`src/rtl/adma_dm_rd_host.sv`:
```
// AXI4 read host of the DMA data mover: AR issue, in-order outstanding tracking, R forwarding.
// Optional ADMA_DM_RD_ZERO_ON_ERR_EN zeroes forwarded data on beats with bad RRESP or RID.
module adma_dm_rd_host #(
    parameter int DMA_CHN_NUM    = 4,
    parameter int SRC_ADDR_W     = 32,
    parameter int MST_ID_W       = 5,
    parameter int ATX_LEN_W      = 8,
    parameter int ATX_RESP_W     = 2,
    parameter int ATX_SRC_DATA_W = 256,
    parameter int ATX_NUM_OSTD   = DMA_CHN_NUM,
    parameter int DMA_CHN_NUM_W  = (DMA_CHN_NUM > 1) ? $clog2(DMA_CHN_NUM) : 1
) (
    input  logic                      clk,
    input  logic                      rst,
    input  logic [DMA_CHN_NUM_W-1:0]  atx_chn_id,
    input  logic [MST_ID_W-1:0]       atx_arid,
    input  logic [SRC_ADDR_W-1:0]     atx_araddr,
    input  logic [ATX_LEN_W-1:0]      atx_arlen,
    input  logic [1:0]                atx_arburst,
    input  logic                      atx_vld,
    output logic                      atx_rdy,
    output logic [ATX_SRC_DATA_W-1:0] atx_rdata,
    output logic                      atx_rdata_vld,
    input  logic                      atx_rdata_rdy,
    output logic [DMA_CHN_NUM-1:0]    atx_done,
    output logic [DMA_CHN_NUM-1:0]    atx_src_err,
    output logic [MST_ID_W-1:0]       m_arid_o,
    output logic [SRC_ADDR_W-1:0]     m_araddr_o,
    output logic [ATX_LEN_W-1:0]      m_arlen_o,
    output logic [1:0]                m_arburst_o,
    output logic                      m_arvalid_o,
    input  logic                      m_arready_i,
    input  logic [MST_ID_W-1:0]       m_rid_i,
    input  logic [ATX_SRC_DATA_W-1:0] m_rdata_i,
    input  logic [ATX_RESP_W-1:0]     m_rresp_i,
    input  logic                      m_rlast_i,
    input  logic                      m_rvalid_i,
    output logic                      m_rready_o
);

    localparam int PTR_W = $clog2(ATX_NUM_OSTD);

    logic                     arvalid_q, arvalid_d;
    logic [MST_ID_W-1:0]      arid_q, arid_d;
    logic [SRC_ADDR_W-1:0]    araddr_q, araddr_d;
    logic [ATX_LEN_W-1:0]     arlen_q, arlen_d;
    logic [1:0]               arburst_q, arburst_d;

    logic [DMA_CHN_NUM_W-1:0] fifo_chn_q [ATX_NUM_OSTD];
    logic [MST_ID_W-1:0]      fifo_id_q  [ATX_NUM_OSTD];
    logic [ATX_LEN_W-1:0]     fifo_len_q [ATX_NUM_OSTD];
    logic [PTR_W:0]           wr_ptr_q, wr_ptr_d;
    logic [PTR_W:0]           rd_ptr_q, rd_ptr_d;

    logic [ATX_LEN_W-1:0]     beat_cnt_q, beat_cnt_d;
    logic                     err_q, err_d;
    logic [DMA_CHN_NUM-1:0]   done_q, done_d;
    logic [DMA_CHN_NUM-1:0]   serr_q, serr_d;

    logic                     ostd_empty, ostd_full;
    logic                     push, pop, beat_acc, last_beat;
    logic                     resp_err, id_err, beat_err;
    logic [DMA_CHN_NUM_W-1:0] head_chn;
    logic [MST_ID_W-1:0]      head_id;
    logic [ATX_LEN_W-1:0]     head_len;
    logic [DMA_CHN_NUM-1:0]   chn_oh;

    // Extra pointer bit distinguishes full from empty when the indices match
    assign ostd_empty = (wr_ptr_q == rd_ptr_q);
    assign ostd_full  = (wr_ptr_q[PTR_W] != rd_ptr_q[PTR_W]) &&
                        (wr_ptr_q[PTR_W-1:0] == rd_ptr_q[PTR_W-1:0]);

    assign head_chn = fifo_chn_q[rd_ptr_q[PTR_W-1:0]];
    assign head_id  = fifo_id_q[rd_ptr_q[PTR_W-1:0]];
    assign head_len = fifo_len_q[rd_ptr_q[PTR_W-1:0]];
    assign chn_oh   = DMA_CHN_NUM'(1) << head_chn;

    assign atx_rdy = (~arvalid_q | m_arready_i) & ~ostd_full;
    assign push    = atx_vld & atx_rdy;

    assign m_rready_o    = atx_rdata_rdy & ~ostd_empty;
    assign atx_rdata_vld = m_rvalid_i & ~ostd_empty;
    assign beat_acc      = m_rvalid_i & m_rready_o;

    // Burst end comes from the beat count alone; RLAST is only checked
    assign last_beat = (beat_cnt_q == head_len);
    assign resp_err  = (m_rresp_i != '0);
    assign id_err    = (m_rid_i != head_id);
    assign beat_err  = resp_err | id_err | (m_rlast_i != last_beat);
    assign pop       = beat_acc & last_beat;

`ifdef ADMA_DM_RD_ZERO_ON_ERR_EN
    assign atx_rdata = (resp_err | id_err) ? '0 : m_rdata_i;
`else
    assign atx_rdata = m_rdata_i;
`endif

    assign m_arvalid_o = arvalid_q;
    assign m_arid_o    = arid_q;
    assign m_araddr_o  = araddr_q;
    assign m_arlen_o   = arlen_q;
    assign m_arburst_o = arburst_q;
    assign atx_done    = done_q;
    assign atx_src_err = serr_q;

    always_comb begin
        arvalid_d  = arvalid_q;
        arid_d     = arid_q;
        araddr_d   = araddr_q;
        arlen_d    = arlen_q;
        arburst_d  = arburst_q;
        wr_ptr_d   = wr_ptr_q + {{PTR_W{1'b0}}, push};
        rd_ptr_d   = rd_ptr_q + {{PTR_W{1'b0}}, pop};
        beat_cnt_d = beat_cnt_q;
        err_d      = err_q;
        done_d     = '0;
        serr_d     = '0;

        if (m_arready_i) begin
            arvalid_d = 1'b0;
        end
        if (push) begin
            arvalid_d = 1'b1;
            arid_d    = atx_arid;
            araddr_d  = atx_araddr;
            arlen_d   = atx_arlen;
            arburst_d = atx_arburst;
        end

        if (beat_acc) begin
            if (last_beat) begin
                beat_cnt_d = '0;
                err_d      = 1'b0;
                done_d     = chn_oh;
                serr_d     = (err_q | beat_err) ? chn_oh : '0;
            end else begin
                beat_cnt_d = beat_cnt_q + 1'b1;
                err_d      = err_q | beat_err;
            end
        end
    end

    always_ff @(posedge clk) begin
        if (rst) begin
            arvalid_q  <= 1'b0;
            arid_q     <= '0;
            araddr_q   <= '0;
            arlen_q    <= '0;
            arburst_q  <= '0;
            wr_ptr_q   <= '0;
            rd_ptr_q   <= '0;
            beat_cnt_q <= '0;
            err_q      <= 1'b0;
            done_q     <= '0;
            serr_q     <= '0;
        end else begin
            arvalid_q  <= arvalid_d;
            arid_q     <= arid_d;
            araddr_q   <= araddr_d;
            arlen_q    <= arlen_d;
            arburst_q  <= arburst_d;
            wr_ptr_q   <= wr_ptr_d;
            rd_ptr_q   <= rd_ptr_d;
            beat_cnt_q <= beat_cnt_d;
            err_q      <= err_d;
            done_q     <= done_d;
            serr_q     <= serr_d;
        end
    end

    // Entry storage needs no reset: the pointers define validity
    always_ff @(posedge clk) begin
        if (push) begin
            fifo_chn_q[wr_ptr_q[PTR_W-1:0]] <= atx_chn_id;
            fifo_id_q[wr_ptr_q[PTR_W-1:0]]  <= atx_arid;
            fifo_len_q[wr_ptr_q[PTR_W-1:0]] <= atx_arlen;
        end
    end

endmodule

```
`config.mk`:
```
export PLATFORM = sky130hd
export DESIGN_NAME = adma_dm_rd_host
export DESIGN_NICKNAME = d
export VERILOG_FILES = /design/src/rtl/adma_dm_rd_host.sv
export SDC_FILE = /design/constraint.sdc
export NUM_CORES = 1
export LEC_CHECK = 0
export ABC_CLOCK_PERIOD_IN_PS = 4300
export BUFFER_PORTS_ARGS = -buffer_cell sky130_fd_sc_hd__buf_2
export CAP_MARGIN = 30
export CORE_AREA = 2 2 246 248
export DETAILED_ROUTE_END_ITERATION = 16
export DIE_AREA = 0 0 248 250
export PLACE_DENSITY_LB_ADDON = 0.12
export SYNTH_ARGS = -nofsm -noshare
export SYNTH_HDL_FRONTEND = slang
export SYNTH_SLANG_ARGS = --single-unit
```
`constraint.sdc`:
```
create_clock -name clk -period 4.3 [get_ports clk]
set_clock_uncertainty 0.05 [all_clocks]
set_input_delay 0.43 -clock clk [delete_from_list [all_inputs] [get_ports clk]]
set_output_delay 0.43 -clock clk [all_outputs]
set_load 0.1 [all_outputs]
```
# Word-level counts from Yosys, hierarchy flattened
# Memory sizes are Yosys's and may differ from the RTL's. A register that Yosys moved wholly into a read port is not among the register bits.
# Index checks and enable logic that the tools add are counted.
# Widths: inputs -> output; s select.
dict set report op_classes {
  n_shift 1
  order_cmp 0
  bitwise 16
  n_addsub 3
  div_mod_pow 0
  n_mux 9
  n_mul 0
  n_eq_ne 6
  reduce_logical 5
}
# op n
set ops {}
lappend ops {{$add 8x1->8 const B} 1}
lappend ops {{$eq 8x8->1} 1}
lappend ops {{$mux 8} 1}
lappend ops {{$add 3x1->3} 2}
lappend ops {{$and 1x1->1} 6}
lappend ops {{$mux 2} 3}
lappend ops {{$not 1->1} 6}
lappend ops {{$mux 1} 5}
lappend ops {{$ne 5x5->1} 1}
lappend ops {{$or 1x1->1} 4}
lappend ops {{$reduce_bool 2->1} 2}
lappend ops {{$reduce_or 4->1} 1}
lappend ops {{$shl 1x2->4 const A} 1}
lappend ops {{$eq 3x3->1} 1}
lappend ops {{$reduce_or 3->1} 1}
lappend ops {{$eq 2x2->1} 1}
lappend ops {{$ne 1x1->1} 2}
lappend ops {{$logic_and 1x1->1} 1}
dict set report word_totals {
  n_memories 3
  inputBits 319
  output_inout_bits 315
  reg_bits 71
  romBits 0
  mem_bits_rw 60
  latchBits 0
}
# name words word_bits read_ports rd_clocked_by_memory_dff write_ports line_no
set memory_table {}
lappend memory_table {fifo_len_q 4 8 1 1 1 51} ;# logic [ATX_LEN_W-1:0] fifo_len_q [ATX_NUM_OSTD];
lappend memory_table {fifo_id_q 4 5 1 1 1 50} ;# logic [MST_ID_W-1:0] fifo_id_q [ATX_NUM_OSTD];
lappend memory_table {fifo_chn_q 4 2 1 1 1 49} ;# logic [DMA_CHN_NUM_W-1:0] fifo_chn_q [ATX_NUM_OSTD];

# Longest topological paths before layout
# Gate-level depths: netlist of run 1.
dict set report depth {
  word_depth 7
  depth_mapped 11
  mapped_depth_nobuf 9
}

# Worst setup path after synthesis of run 1
# Ideal clock, no wire load.
dict set report synth_path {
  path_type {reg2reg}
  startpoint {register arvalid_q, in the netlist m_arvalid_o}
  endpoint {memory fifo_chn_q[1][0] in the netlist's numbering, enable pin}
  synth_period_minus_slack_ns 4.709
  path_slack_ns -0.409
  path_stages_with_launch 6
  t_arrival_ns 4.249
  path_buffers 1
  cell_sequence {dfxtp_1 -> nor2b_1 -> a21oi_1 -> nand2_1 -> clkbuf_1 -> nor3b_1}
}
dict set report synth_between {
  elab_chain_cells 6
}
# element line_no
set synth_lines {}
lappend synth_lines {{from (decl)} 43} ;# logic arvalid_q, arvalid_d;
lappend synth_lines {{from (signal assigned)} 157} ;# arvalid_q <= arvalid_d;
lappend synth_lines {{$not 1->1} 78} ;# assign atx_rdy = (~arvalid_q | m_arready_i) & ~ostd_full;
lappend synth_lines {{$or 1x1->1} 78}
lappend synth_lines {{$and 1x1->1} 78}
lappend synth_lines {{named net atx_rdy} 21} ;# output logic atx_rdy,
lappend synth_lines {{$and 1x1->1} 79} ;# assign push = atx_vld & atx_rdy;
lappend synth_lines {{$mux 1} 173} ;# if (push) begin
lappend synth_lines {{$mux 1 (implied by the code)} 174} ;# fifo_chn_q[wr_ptr_q[PTR_W-1:0]] <= atx_chn_id;
lappend synth_lines {{to (decl)} 49}
# The timed path passes the listed nets, and every way through them passes these cells.

# Worst setup path after layout of run 1
dict set report layout_path {
  startpoint {register rd_ptr_q[0]}
  endpoint {output port atx_rdata_vld}
}
dict set report layout_between {
  elab_chain_cells 3
}
# element line_no
set layout_lines {}
lappend layout_lines {{from (decl)} 53} ;# logic [PTR_W:0] rd_ptr_q, rd_ptr_d;
lappend layout_lines {{from (signal assigned)} 163} ;# rd_ptr_q <= rd_ptr_d;
lappend layout_lines {{$eq 3x3->1} 69} ;# assign ostd_empty = (wr_ptr_q == rd_ptr_q);
lappend layout_lines {{$not 1->1} 82} ;# assign atx_rdata_vld = m_rvalid_i & ~ostd_empty;
lappend layout_lines {{$and 1x1->1} 82}
lappend layout_lines {{to (decl)} 23} ;# output logic atx_rdata_vld,
# No other way between the ends.

==> results of run 1 <==
[synth_stat cells]
cell | instances | area (µm²)
nand3b_2 | 1 | 11.3
and4bb_2 | 1 | 12.5
nor2_1 | 19 | 71.3
a31oi_1 | 1 | 6.26
nor3_1 | 7 | 35.0
clkbuf_1 | 15 | 56.3
ha_1 | 5 | 62.6
buf_6 | 3 | 33.8
inv_1 | 1 | 3.75
a211oi_2 | 1 | 12.5
o311ai_2 | 1 | 16.3
edfxtp_1 | 60 | 1800
nand3_1 | 3 | 15.0
and3_1 | 3 | 18.8
and2_1 | 2 | 12.5
xor2_1 | 12 | 105
buf_4 | 258 | 1940
nand2_1 | 103 | 387
mux2i_1 | 4 | 40.0
nor4_1 | 1 | 6.26
dfxtp_1 | 71 | 1420
nor2b_1 | 5 | 31.3
buf_12 | 1 | 20.0
mux4_2 | 5 | 113
xnor2_1 | 16 | 140
mux4_1 | 8 | 210
a21oi_1 | 49 | 245
o21ba_2 | 1 | 10.0
nand4_1 | 3 | 18.8
or3_1 | 2 | 12.5
clkinv_1 | 1 | 3.75
nor4_4 | 1 | 21.3
or2_2 | 1 | 6.26
nor3b_1 | 1 | 7.51
[metal layers]
layer  up-vias  GRT usage, %  part of all wire [%]
li1       1692             -                     -
met1      1806          8.61                    31
met2       337          12.3                    36
met5         -          1.83                  0.47
met3       131          12.7                    25
met4         4          7.51                   6.8
[state kept, by name (all words and copies together) (netlist names)]
register     flops
atx_done         4
wr_ptr_q         3
m_arburst_o      2
fifo_id_q       20
m_arid_o         5
err_q            1
m_araddr_o      32
beat_cnt_q       8
fifo_chn_q       8
m_arvalid_o      1
atx_src_err      4
rd_ptr_q         3
fifo_len_q      32
m_arlen_o        8
[final timing paths]
check,endpoint,slack (ns),cells past startpoint
setup / recovery,atx_rdata_vld,1.31,5
hold / removal,fifo_chn_q[2][1],0.17,1
setup reg to reg,rd_ptr_q[1],1.38,8
hold reg to reg,m_araddr_o[28],0.40,2
[worst max-delay path: cells and delay by family (launching register included)]
kind                   cells  cell delay [ns]
flip-flops                 1             0.72
buffers and inverters      2             0.70
AND/OR/NAND/NOR            2             0.40
XOR/XNOR                   1             0.25
[where the power goes]
group,internal (mW),leakage (nW),switching [mW]
clock,0.862,0.278,0.574
sequential,1.36,1.13,0.0259
combinational,0.0944,1.19,0.353
[cells by family (layout without fill, tap and decap cells)]
family                     after synthesis  count (layout)  synth area share (%)
muxes                                   17              17                  5.25
DFF                                    131             131                  46.7
other                                    0               1                     0
xor gates and xnor gates                28              28                  3.55
adders and majority gates                5               5                 0.906
buffers and inverters                  279             166                  29.8
AOI/OAI and AO/OA                       53              53                  4.20
and+or+nand+nor                        153             153                  9.66
[area by class of cell]
class                      instances  area [µm²]
sequential                       131        3220
antenna                            1        2.50
inverter                           2        7.51
timing repair buffer             132         688
fill                            6759       52500
clock inverter                    11         113
multi-input combinational        256        1640
tap                              782         978
clock buffer                      21         450
==> results.json, run 1 <==
{
  "grt_pass1_wl_mm": 40.8,
  "max_freq_mhz": 335,
  "place_area_um2": 6540,
  "holdBufCountCts": 0,
  "root_buffer": "clkbuf_16",
  "power_mw": 3.27,
  "vias": 3970,
  "dp_slack_ns": 1.30,
  "tns_ns": 0,
  "detail-route-antenna-nets": 0,
  "hp-start": "atx_chn_id[1]",
  "cpPeakStageDelay_ns": 0.72,
  "worstHoldPathType": "in -> reg",
  "drtPass1Iterations": 4,
  "syn_to_final_growth_pct": 2.92,
  "rsz0062_at_grt": "no",
  "final_cells": 1336,
  "dp_cells": 1303,
  "drc": 0,
  "io_buffers": 121,
  "status": "completed",
  "die-area_um2": 62000,
  "cts_tree": "done",
  "crit_start": "rd_ptr_q[0]",
  "fin_area_um2": 7110,
  "setup_violations": 0,
  "cts_made_buffers": 17,
  "hold_viol_final": 0,
  "core_um2": 59600,
  "drt-total-wl_mm": 32.4,
  "grt_pass1_vias": 4083,
  "grt_start_max_net_pins": 48,
  "overflow": 0,
  "clk_latency_ns": 0.43,
  "grtUsageTotal_pct": 10.2,
  "hold_slack_ns": 0.169,
  "die-width_um": 248,
  "drive_gt1_share_pct": 31.6,
  "cp_cell_sequence": "buf_4 -> xor2_1 -> or3_1 -> and2_1 -> buf_2",
  "cp_data_required_time_ns": 3.82,
  "maxSlewHeadroom_pct": 45.4,
  "ios": 634,
  "clkTransAtPathRegs_ns": 0.06,
  "ys_types": 34,
  "synth_area_um2": 6910,
  "htreeDepth": 4,
  "dp_hpwl_mm": 26.3,
  "worst_pin_slew_ns": 0.819,
  "gp_congestion": 0.613,
  "r2r_start": "rd_ptr_q[0]",
  "rows": 90,
  "synth_fp_nets": 990,
  "final_core_util_pct": 11.9,
  "ys_seq_elements": 131,
  "maxSlewViolCount": 0,
  "cts_setup_buffers": 0,
  "fin_crit_ns": 2.99,
  "slowest_stage": "dfxtp_1",
  "post_synth.cell_area_avg_um2": 10.4,
  "yosysWarnings": 0,
  "crit_arrival_ns": 2.51,
  "ir_worst_vdd_mv": 0.265,
  "start_util_pct": 11.6,
  "p_per_area_nw_per_um2": 460,
  "final_cell_mix": "buf_2, nand2_1, dfxtp_1, edfxtp_1, a21oi_1",
  "p_leak_nw": 2.59,
  "yosysSeqAreaShare_pct": 46.7,
  "worstSetupPathType": "reg -> out",
  "clockBufferDepth": 2,
  "antenna_found_initial": 2,
  "cts_resized": 0,
  "critical_path.max_fanout": 11,
  "via_per_inst": 2.97,
  "die_y_um": 250,
  "wl_per_cell_um": 24.3,
  "syn_inst": 666,
  "final_common_cell": "buf_2",
  "cts.sink_count": 131,
  "timing.final.ws_setup_ns": 1.31,
  "startpoint_type": "register",
  "maxCapViolCount": 0,
  "post-route-period-util_pct": 69.5,
  "first_iter_violations": 138,
  "endpoint_kind": "output port",
  "nets": 864
}
No activity file was read; power rests on OpenSTA's default activity.
==> run 2: changes to the inputs <==
--- a/config.mk
+++ b/config.mk
@@ -5,7 +5,7 @@
 export SDC_FILE = /design/constraint.sdc
 export NUM_CORES = 1
 export LEC_CHECK = 0
-export ABC_CLOCK_PERIOD_IN_PS = 4300
+export ABC_CLOCK_PERIOD_IN_PS = 2790
 export BUFFER_PORTS_ARGS = -buffer_cell sky130_fd_sc_hd__buf_2
 export CAP_MARGIN = 30
 export CORE_AREA = 2 2 246 248
==> constraint.sdc (replaced) <==
create_clock -name clk -period 2.79 [get_ports clk]
set_clock_uncertainty 0.05 [all_clocks]
set_input_delay 0.279 -clock clk [delete_from_list [all_inputs] [get_ports clk]]
set_output_delay 0.279 -clock clk [all_outputs]
set_load 0.1 [all_outputs]
==> results.json, run 2 (synthesis gave the netlist of run 1 again) <==
{
  "maxCapViolCount": 0,
  "first_iter_violations": 182,
  "worst_pin_slew_ns": 0.544,
  "maxSlewViolCount": 0,
  "grtUsageTotal_pct": 10.1,
  "ios": 634,
  "path_buf_inv": 1,
  "syn_to_final_growth_pct": 9.28,
  "cts_tree": "done",
  "via_per_inst": 2.97,
  "cpPeakStageDelay_ns": 0.60,
  "post-route-period-util_pct": 86.7,
  "clk_latency_ns": 0.44,
  "final_cell_mix": "buf_2, nand2_1, dfxtp_1, edfxtp_1, a21oi_1",
  "clkTransAtPathRegs_ns": 0.06,
  "nets": 906,
  "grt_start_max_net_pins": 31,
  "cts.sink_count": 131,
  "fillCellCount": 6708,
  "critical_path.max_fanout": 7,
  "ir_worst_vdd_mv": 0.393,
  "start_util_pct": 11.6,
  "cp_data_required_time_ns": 3.06,
  "cp_cell_sequence": "buf_4 -> mux4_1 -> xnor2_1 -> nand2_1 -> nor4_4 -> ha_1 -> ha_1 -> nor2b_1",
  "slowest_stage": "mux4_1",
  "core_um2": 59600,
  "die-width_um": 248,
  "final_common_cell": "buf_2",
  "drive_gt1_share_pct": 31.9,
  "antennaDiodeCount": 0,
  "drt-total-wl_mm": 31.8,
  "die_y_um": 250,
  "hold_viol_final": 0,
  "cts_made_buffers": 17,
  "dp_hpwl_mm": 25.8,
  "startpoint_type": "register",
  "grt_pass1_vias": 4274,
  "gp_congestion": 0.630,
  "endpoint_kind": "register",
  "hold_slack_ns": 0.0278,
  "htreeDepth": 4,
  "overflow": 0,
  "p_per_area_nw_per_um2": 670,
  "tns_ns": 0,
  "clockBufferDepth": 2,
  "grt_pass1_wl_mm": 40.6,
  "crit_arrival_ns": 2.69,
  "worstHoldPathType": "in -> reg",
  "antenna_found_initial": 2,
  "drc": 0,
  "rsz0062_at_grt": "no",
  "path_delay_family": "multiplexers",
  "cts_resized": 0,
  "io_buffers": 121,
  "status": "completed",
  "timing.final.ws_setup_ns": 0.371,
  "rows": 90,
  "die-area_um2": 62000,
  "worstSetupPathType": "reg -> reg",
  "fin_crit_ns": 2.42,
  "root_buffer": "clkbuf_16",
  "dp_slack_ns": 0.337,
  "p_leak_nw": 2.77,
  "wl_per_cell_um": 23.1,
  "cpMostUsedCell": "ha_1",
  "detail-route-antenna-nets": 0,
  "setup_violations": 0,
  "max_freq_mhz": 413,
  "maxSlewHeadroom_pct": 64.0,
  "vias": 4094,
  "drtPass1Iterations": 4
}
[run 2: repair_timing]
item / in CTS / in global routing
endpoints found under the hold margin: 40 / 0
buffers inserted: 0 / 0
hold buffers: 34 / 0
[run 2: power by group]
group          leakage, nW  internal, mW  total, mW  switching (mW)
combinational         1.38         0.186      0.738           0.552
clock                0.266          1.24       2.18           0.940
sequential            1.13          2.10       2.14          0.0408
[run 2: per-layer routing]
layer  wire [µm]  share of wire (%)  track usage (%)
met5         206               0.65             2.70
met4        2100                6.6             7.20
met3        7810                 25             11.8
met1        9600                 30             8.70
met2       12100                 38             12.5
[run 2: stage by stage]
step                instance area (µm²)  std cells  utilization (%)  power (mW)
floorplan                          6950        666                -        4.42
global placement                   6650       1311             11.2        2.91
detailed placement                 6650       1311             11.2        2.90
CTS                                7550       1377             12.7        5.19
global route                       7550       1377             12.7        5.29
finish                             7550       1377             12.7        5.06
[run 2: worst paths after layout]
check	start	to	slack (ns)	cells past startpoint
setup reg to reg	rd_ptr_q[0]	rd_ptr_q[1]	0.37	8
setup / recovery	rd_ptr_q[0]	rd_ptr_q[1]	0.37	8
hold / removal	atx_chn_id[0]	fifo_chn_q[1][0]	0.03	1
hold reg to reg	m_araddr_o[10]	m_araddr_o[10]	0.40	2
[run 2: worst reg2reg max path, cell delays in order, from the launching register on]
cell	delay, ns
dfxtp_1	0.34
buf_4	0.20
mux4_1	0.60
xnor2_1	0.15
nand2_1	0.13
nor4_4	0.30
ha_1	0.20
ha_1	0.21
nor2b_1	0.12
[run 2: layout make-up]
cell class | count | area (µm²) | area share, %
clock buffer | 19 | 433 | 5.74
inverter | 2 | 7.51 | 0.0995
tap | 782 | 978 | 13.0
clock inverter | 13 | 126 | 1.67
sequential | 131 | 3230 | 42.7
timing repair buffer | 174 | 1100 | 14.6
multi-input combinational | 256 | 1670 | 22.2
